<file path="config.mk">
export PLATFORM = sky130hd
export DESIGN_NAME = imm_gen_pipe
export DESIGN_NICKNAME = d
export VERILOG_FILES = /design/src/rtl/imm_gen_pipe.sv
export SDC_FILE = /design/constraint.sdc
export NUM_CORES = 1
export LEC_CHECK = 0
export CAP_MARGIN = 40
export CELL_PAD_IN_SITES_DETAIL_PLACEMENT = 1
export CELL_PAD_IN_SITES_GLOBAL_PLACEMENT = 2
export CORE_ASPECT_RATIO = 0.8
export CORE_MARGIN = 4
export CORE_UTILIZATION = 32
export DETAILED_ROUTE_END_ITERATION = 16
export HOLD_SLACK_MARGIN = 0.03
export MAX_ROUTING_LAYER = met4
export PLACE_DENSITY = 0.86
export SETUP_SLACK_MARGIN = 0.3
export SYNTH_ARGS = -nofsm -noshare
export SYNTH_HDL_FRONTEND = slang
export SYNTH_SLANG_ARGS = --single-unit
</file>
<file path="constraint.sdc">
create_clock -name clk -period 4.05 [get_ports clk]
set_clock_uncertainty 0.2 [all_clocks]
set_input_delay 0.81 -clock clk [delete_from_list [all_inputs] [get_ports clk]]
set_output_delay 0.81 -clock clk [all_outputs]
set_load 0.02 [all_outputs]
</file>
<file path="src/rtl/imm_gen_pipe.sv">
// Pipelined RV32I/RV64I immediate generator with a 2-entry output skid buffer.
// Optional retire/illegal statistics counters are enabled by defining IMMGEN_STATS_EN.
module imm_gen_pipe #(
   parameter int XLEN     = 32,
   parameter bit PRESHIFT = 1'b0
) (
   input  logic            clk,
   input  logic            rst,
   input  logic            in_valid,
   output logic            in_ready,
   input  logic [31:0]     inst,
   output logic            out_valid,
   input  logic            out_ready,
   output logic [XLEN-1:0] imm,
   output logic [2:0]      fmt,
   output logic            illegal
`ifdef IMMGEN_STATS_EN
   ,
   output logic [31:0]     stat_retired,
   output logic [15:0]     stat_illegal
`endif
);

   localparam logic [6:0] OPC_LUI    = 7'b0110111;
   localparam logic [6:0] OPC_AUIPC  = 7'b0010111;
   localparam logic [6:0] OPC_JAL    = 7'b1101111;
   localparam logic [6:0] OPC_JALR   = 7'b1100111;
   localparam logic [6:0] OPC_BRANCH = 7'b1100011;
   localparam logic [6:0] OPC_LOAD   = 7'b0000011;
   localparam logic [6:0] OPC_STORE  = 7'b0100011;
   localparam logic [6:0] OPC_OPIMM  = 7'b0010011;
   localparam logic [6:0] OPC_OP     = 7'b0110011;

   localparam logic [2:0] FMT_NONE  = 3'd0;
   localparam logic [2:0] FMT_I     = 3'd1;
   localparam logic [2:0] FMT_S     = 3'd2;
   localparam logic [2:0] FMT_B     = 3'd3;
   localparam logic [2:0] FMT_U     = 3'd4;
   localparam logic [2:0] FMT_J     = 3'd5;
   localparam logic [2:0] FMT_SHAMT = 3'd6;

   typedef enum logic [1:0] {ST_EMPTY = 2'd0, ST_ONE = 2'd1, ST_FULL = 2'd2} state_t;
   typedef enum logic [1:0] {HD_HOLD = 2'd0, HD_NEW = 2'd1, HD_SKID = 2'd2, HD_CLEAR = 2'd3} head_sel_t;

   typedef struct packed {
      logic [XLEN-1:0] imm;
      logic [2:0]      fmt;
      logic            illegal;
   } entry_t;

   function automatic entry_t decode(input logic [31:0] i);
      entry_t     e;
      logic [31:0] raw;
      logic       halve;
      raw       = 32'd0;
      halve     = 1'b0;
      e.fmt     = FMT_NONE;
      e.illegal = 1'b0;
      case (i[6:0])
         OPC_LUI: begin
            raw   = {i[31:12], 12'd0};
            e.fmt = FMT_U;
         end
         OPC_AUIPC: begin
            raw   = {i[31:12], 12'd0};
            e.fmt = FMT_U;
            halve = 1'b1;
         end
         OPC_JAL: begin
            raw   = {{11{i[31]}}, i[31], i[19:12], i[20], i[30:21], 1'b0};
            e.fmt = FMT_J;
            halve = 1'b1;
         end
         OPC_JALR, OPC_LOAD: begin
            raw   = {{20{i[31]}}, i[31:20]};
            e.fmt = FMT_I;
         end
         OPC_OPIMM: begin
            if ((i[14:12] == 3'b001) || (i[14:12] == 3'b101)) begin
               raw   = (XLEN == 64) ? {26'd0, i[25:20]} : {27'd0, i[24:20]};
               e.fmt = FMT_SHAMT;
            end else begin
               raw   = {{20{i[31]}}, i[31:20]};
               e.fmt = FMT_I;
            end
         end
         OPC_STORE: begin
            raw   = {{20{i[31]}}, i[31:25], i[11:7]};
            e.fmt = FMT_S;
         end
         OPC_BRANCH: begin
            raw   = {{19{i[31]}}, i[31], i[7], i[30:25], i[11:8], 1'b0};
            e.fmt = FMT_B;
            halve = 1'b1;
         end
         OPC_OP: begin
            e.fmt = FMT_NONE;
         end
         default: begin
            e.illegal = 1'b1;
         end
      endcase
      // Sign-extend the 32-bit value; shamt values have raw[31]=0 so they stay zero-extended.
      e.imm       = {XLEN{raw[31]}};
      e.imm[31:0] = raw;
      if (PRESHIFT && halve) begin
         e.imm = {e.imm[XLEN-1], e.imm[XLEN-1:1]};
      end
      return e;
   endfunction

   state_t    state_r, state_nxt_s;
   head_sel_t head_sel_s;
   logic      skid_load_s;
   entry_t    head_r, skid_r, dec_s;
   logic      in_ready_r, out_valid_r;
   logic      accept_s, retire_s;

   assign accept_s = in_valid & in_ready_r;
   assign retire_s = out_valid_r & out_ready;
   assign dec_s    = decode(inst);

   // State register plus registered handshake flags derived from the next state.
   always_ff @(posedge clk) begin
      if (rst) begin
         state_r     <= ST_EMPTY;
         in_ready_r  <= 1'b1;
         out_valid_r <= 1'b0;
      end else begin
         state_r     <= state_nxt_s;
         in_ready_r  <= (state_nxt_s != ST_FULL);
         out_valid_r <= (state_nxt_s != ST_EMPTY);
      end
   end

   // Occupancy transitions.
   always_comb begin
      state_nxt_s = state_r;
      case (state_r)
         ST_EMPTY: begin
            if (accept_s) state_nxt_s = ST_ONE;
            else          state_nxt_s = ST_EMPTY;
         end
         ST_ONE: begin
            if (accept_s && !retire_s)      state_nxt_s = ST_FULL;
            else if (retire_s && !accept_s) state_nxt_s = ST_EMPTY;
            else                            state_nxt_s = ST_ONE;
         end
         ST_FULL: begin
            if (retire_s) state_nxt_s = ST_ONE;
            else          state_nxt_s = ST_FULL;
         end
         default: state_nxt_s = ST_EMPTY;
      endcase
   end

   // Datapath steering for the head (output) and skid entries.
   always_comb begin
      head_sel_s  = HD_HOLD;
      skid_load_s = 1'b0;
      case (state_r)
         ST_EMPTY: begin
            if (accept_s) head_sel_s = HD_NEW;
            else          head_sel_s = HD_HOLD;
         end
         ST_ONE: begin
            if (accept_s && retire_s) begin
               head_sel_s = HD_NEW;
            end else if (retire_s) begin
               head_sel_s = HD_CLEAR;
            end else if (accept_s) begin
               skid_load_s = 1'b1;
            end else begin
               head_sel_s = HD_HOLD;
            end
         end
         ST_FULL: begin
            if (retire_s) head_sel_s = HD_SKID;
            else          head_sel_s = HD_HOLD;
         end
         default: head_sel_s = HD_CLEAR;
      endcase
   end

   // Head and skid entry registers.
   always_ff @(posedge clk) begin
      if (rst) begin
         head_r <= '0;
         skid_r <= '0;
      end else begin
         case (head_sel_s)
            HD_NEW:   head_r <= dec_s;
            HD_SKID:  head_r <= skid_r;
            HD_CLEAR: head_r <= '0;
            default:  head_r <= head_r;
         endcase
         if (skid_load_s) skid_r <= dec_s;
      end
   end

   assign in_ready  = in_ready_r;
   assign out_valid = out_valid_r;
   assign imm       = head_r.imm;
   assign fmt       = head_r.fmt;
   assign illegal   = head_r.illegal;

`ifdef IMMGEN_STATS_EN
   logic [31:0] stat_retired_r;
   logic [15:0] stat_illegal_r;

   // Retire counter wraps; illegal counter saturates.
   always_ff @(posedge clk) begin
      if (rst) begin
         stat_retired_r <= 32'd0;
         stat_illegal_r <= 16'd0;
      end else if (retire_s) begin
         stat_retired_r <= stat_retired_r + 32'd1;
         if (head_r.illegal && (stat_illegal_r != 16'hFFFF)) begin
            stat_illegal_r <= stat_illegal_r + 16'd1;
         end
      end
   end

   assign stat_retired = stat_retired_r;
   assign stat_illegal = stat_illegal_r;
`endif

endmodule

</file>
==> flow_summary.json <==
{
  "fin_hold_ws_ns": 0.256,
  "wire_per_inst_um": 17.6,
  "synth-simple-area-share": 0.158,
  "period_minus_slack_ns": 3.21,
  "path_clk_slew_ns": 0.06,
  "synth-xor-area-share": 0,
  "cts-root-buf": "clkbuf_16",
  "cts_tree": "yes",
  "route.met2.wl_mm": 4.55,
  "ys.flop_type": "dfxtp_1",
  "final_util": 0.441,
  "cap_violations": 0,
  "max_clock_freq_mhz": 311,
  "globalplace.congestion": 0.821,
  "fin_nets": 473,
  "powerDensity_nw_per_um2": 408,
  "synthAdderAreaFrac": 0.00745,
  "ys_types": 42,
  "grt_usage": 0.178,
  "grt_pass1_vias": 3168,
  "leakagePower_nw": 1.47,
  "drc": 0,
  "rsz0062_at_grt": "false",
  "start_util": 0.328,
  "setup_viol_count_final": 0,
  "avgSynthCellArea_um2": 9.07,
  "netlist_instances": 370,
  "synth_top_family_by_area": "compound AO/OA/AOI/OAI gates",
  "cts_max_level": 3,
  "ant_nets": 0,
  "overflow": 0,
  "syn_area_um2": 3360,
  "worstPathMaxFanout": 11,
  "crit_path_end_kind": "flip-flop",
  "totalWireLength_mm": 10.2,
  "coreArea_um2": 10200,
  "insertion_delay_ns": 0.34,
  "dp.cells": 564,
  "grt_first_pass_wirelength_mm": 16.7,
  "cts_hold_buffers": 0,
  "crit_type": "in -> reg",
  "cts-buffers-inserted": 9,
  "cts_resized": 0,
  "synthMuxAreaShare": 0.105,
  "setup_tns_ns": 0,
  "grt_max_degree": 46,
  "area_growth_pct": 34.4,
  "synth_compound_gate_area_share": 0.227,
  "vias": 3005,
  "final_common_cell": "dfxtp_1",
  "via_per_inst": 5.18,
  "cts.sinks": 76,
  "insertedDiodeCount": 0,
  "port_buffers": 73,
  "vdd_ir_drop_max_v": 0.000217,
  "routedLengthMet1_mm": 5.18,
  "arrival_ns": 3.26,
  "report.final.slew_viol_count": 0,
  "fp.dieW_um": 123,
  "synth_edf_count": 0,
  "min_path_type": "reg -> reg",
  "drt-initial-drc-count": 101,
  "die_h_um": 99.6,
  "synth.ff_latch_count": 76,
  "cts_max_path_buffers": 2,
  "hold_viol": 0,
  "drtPass1Iterations": 4,
  "antenna_found_initial": 0,
  "wl_met3_um": 430,
  "tightestPinTransition_ns": 0.782,
  "drive_above_1_share": 0.107,
  "synthArstFlopShare": 0,
  "start_kind": "input port",
  "num_rows": 33,
  "fin_cells": 580,
  "top_layer_used": "met4",
  "slew_headroom": 0.477,
  "cts_setup_buffers": 0,
  "status": "finished, final reports clean",
  "seq_area_frac_synth": 0.453,
  "mostFrequentLayoutCells": "76 x dfxtp_1, 73 x clkdlybuf4s50_1, 42 x nand2_1",
  "finalCritPeriodShare": 0.793,
  "synth_nets": 408,
  "dp_hpwl_mm": 7.35,
  "pin_count": 74,
  "worstPathRequired_ns": 4.10,
  "p_total_mw": 1.84,
  "yosys_warnings": 0,
  "dieArea_um2": 12200
}
-- layer usage --
metal / GRT usage / up-vias
met4: 0.0439 / 0
met5: - / -
li1: - / 1484
met1: 0.239 / 1451
met3: 0.0426 / 6
met2: 0.271 / 64
-- flip-flops by register name, indices dropped and copies added, names as in the netlist --
signal,count
state_r,2
out_valid,1
skid_r,36
in_ready,1
imm,32
fmt,3
illegal,1
-- cells by family after synthesis --
logic type / count (synthesis)
and+or+nand+nor: 116
AOI/OAI and AO/OA: 109
DFF: 76
muxes: 34
buffers and inverters: 33
adders and majority gates: 2
-- report_power, final --
| group | internal, mW | switching, mW | total, mW |
|---|---|---|---|
| clock | 0.506 | 0.306 | 0.812 |
| sequential | 0.780 | 0.0197 | 0.800 |
| combinational | 0.0980 | 0.131 | 0.229 |
-- layout make-up --
type	instances	area, um^2
timing repair buffer	82	811
sequential	76	1520
inverter	5	18.8
tap	140	175
clock inverter	5	50.0
fill	1211	5730
multi-input combinational	261	1680
clock buffer	11	253
-- worst paths after layout --
kind | start | end | slack (ns) | depth (start not counted)
setup / recovery | out_ready | imm[30] | 0.84 | 8
hold / removal | skid_r[9] | skid_r[9] | 0.26 | 2
setup reg to reg | out_valid | imm[30] | 1.41 | 7
hold reg to reg | skid_r[9] | skid_r[9] | 0.26 | 2
-- synth_stat cells (2+ instances only) --
| master | count | area, um^2 |
|---|---|---|
| or3_1 | 2 | 12.5 |
| o2bb2ai_1 | 6 | 52.6 |
| mux2i_1 | 23 | 230 |
| nand2_1 | 42 | 158 |
| clkbuf_1 | 15 | 56.3 |
| o41ai_1 | 2 | 17.5 |
| buf_6 | 2 | 22.5 |
| nor2_1 | 40 | 150 |
| a31oi_1 | 4 | 25.0 |
| nand3b_1 | 4 | 30.0 |
| a21oi_4 | 2 | 32.5 |
| dfxtp_1 | 76 | 1520 |
| a21oi_1 | 21 | 105 |
| nor3b_1 | 2 | 15.0 |
| a211oi_1 | 29 | 218 |
| mux2_2 | 11 | 124 |
| buf_2 | 6 | 30.0 |
| o211ai_1 | 13 | 97.6 |
| ha_1 | 2 | 25.0 |
| o22ai_1 | 18 | 113 |
| buf_4 | 5 | 37.5 |
| inv_1 | 4 | 15.0 |
| o21ai_0 | 5 | 25.0 |
| nand3_1 | 9 | 45.0 |
| nor2b_1 | 4 | 25.0 |
| a22oi_1 | 5 | 37.5 |
| nor3_1 | 3 | 15.0 |
-- worst max-delay path, cell delays in order --
cell and delay (ns):
clkdlybuf4s50_1 0.42, nand2_1 0.19, inv_1 0.09, ha_1 0.22
or3_1 0.39, a211oi_1 0.43, nand3_1 0.46, o211ai_1 0.25
-- metrics by stage --
| stage | instance area (um^2) | setup WS, ns |
|---|---|---|
| after floorplan | 3360 | 1.45 |
| after global placement | 4210 | 0.610 |
| after detailed placement | 4210 | 0.526 |
| after CTS | 4510 | 0.862 |
| after global routing | 4510 | 0.645 |
| final | 4510 | 0.839 |
Power figures use the tool's default switching activity.
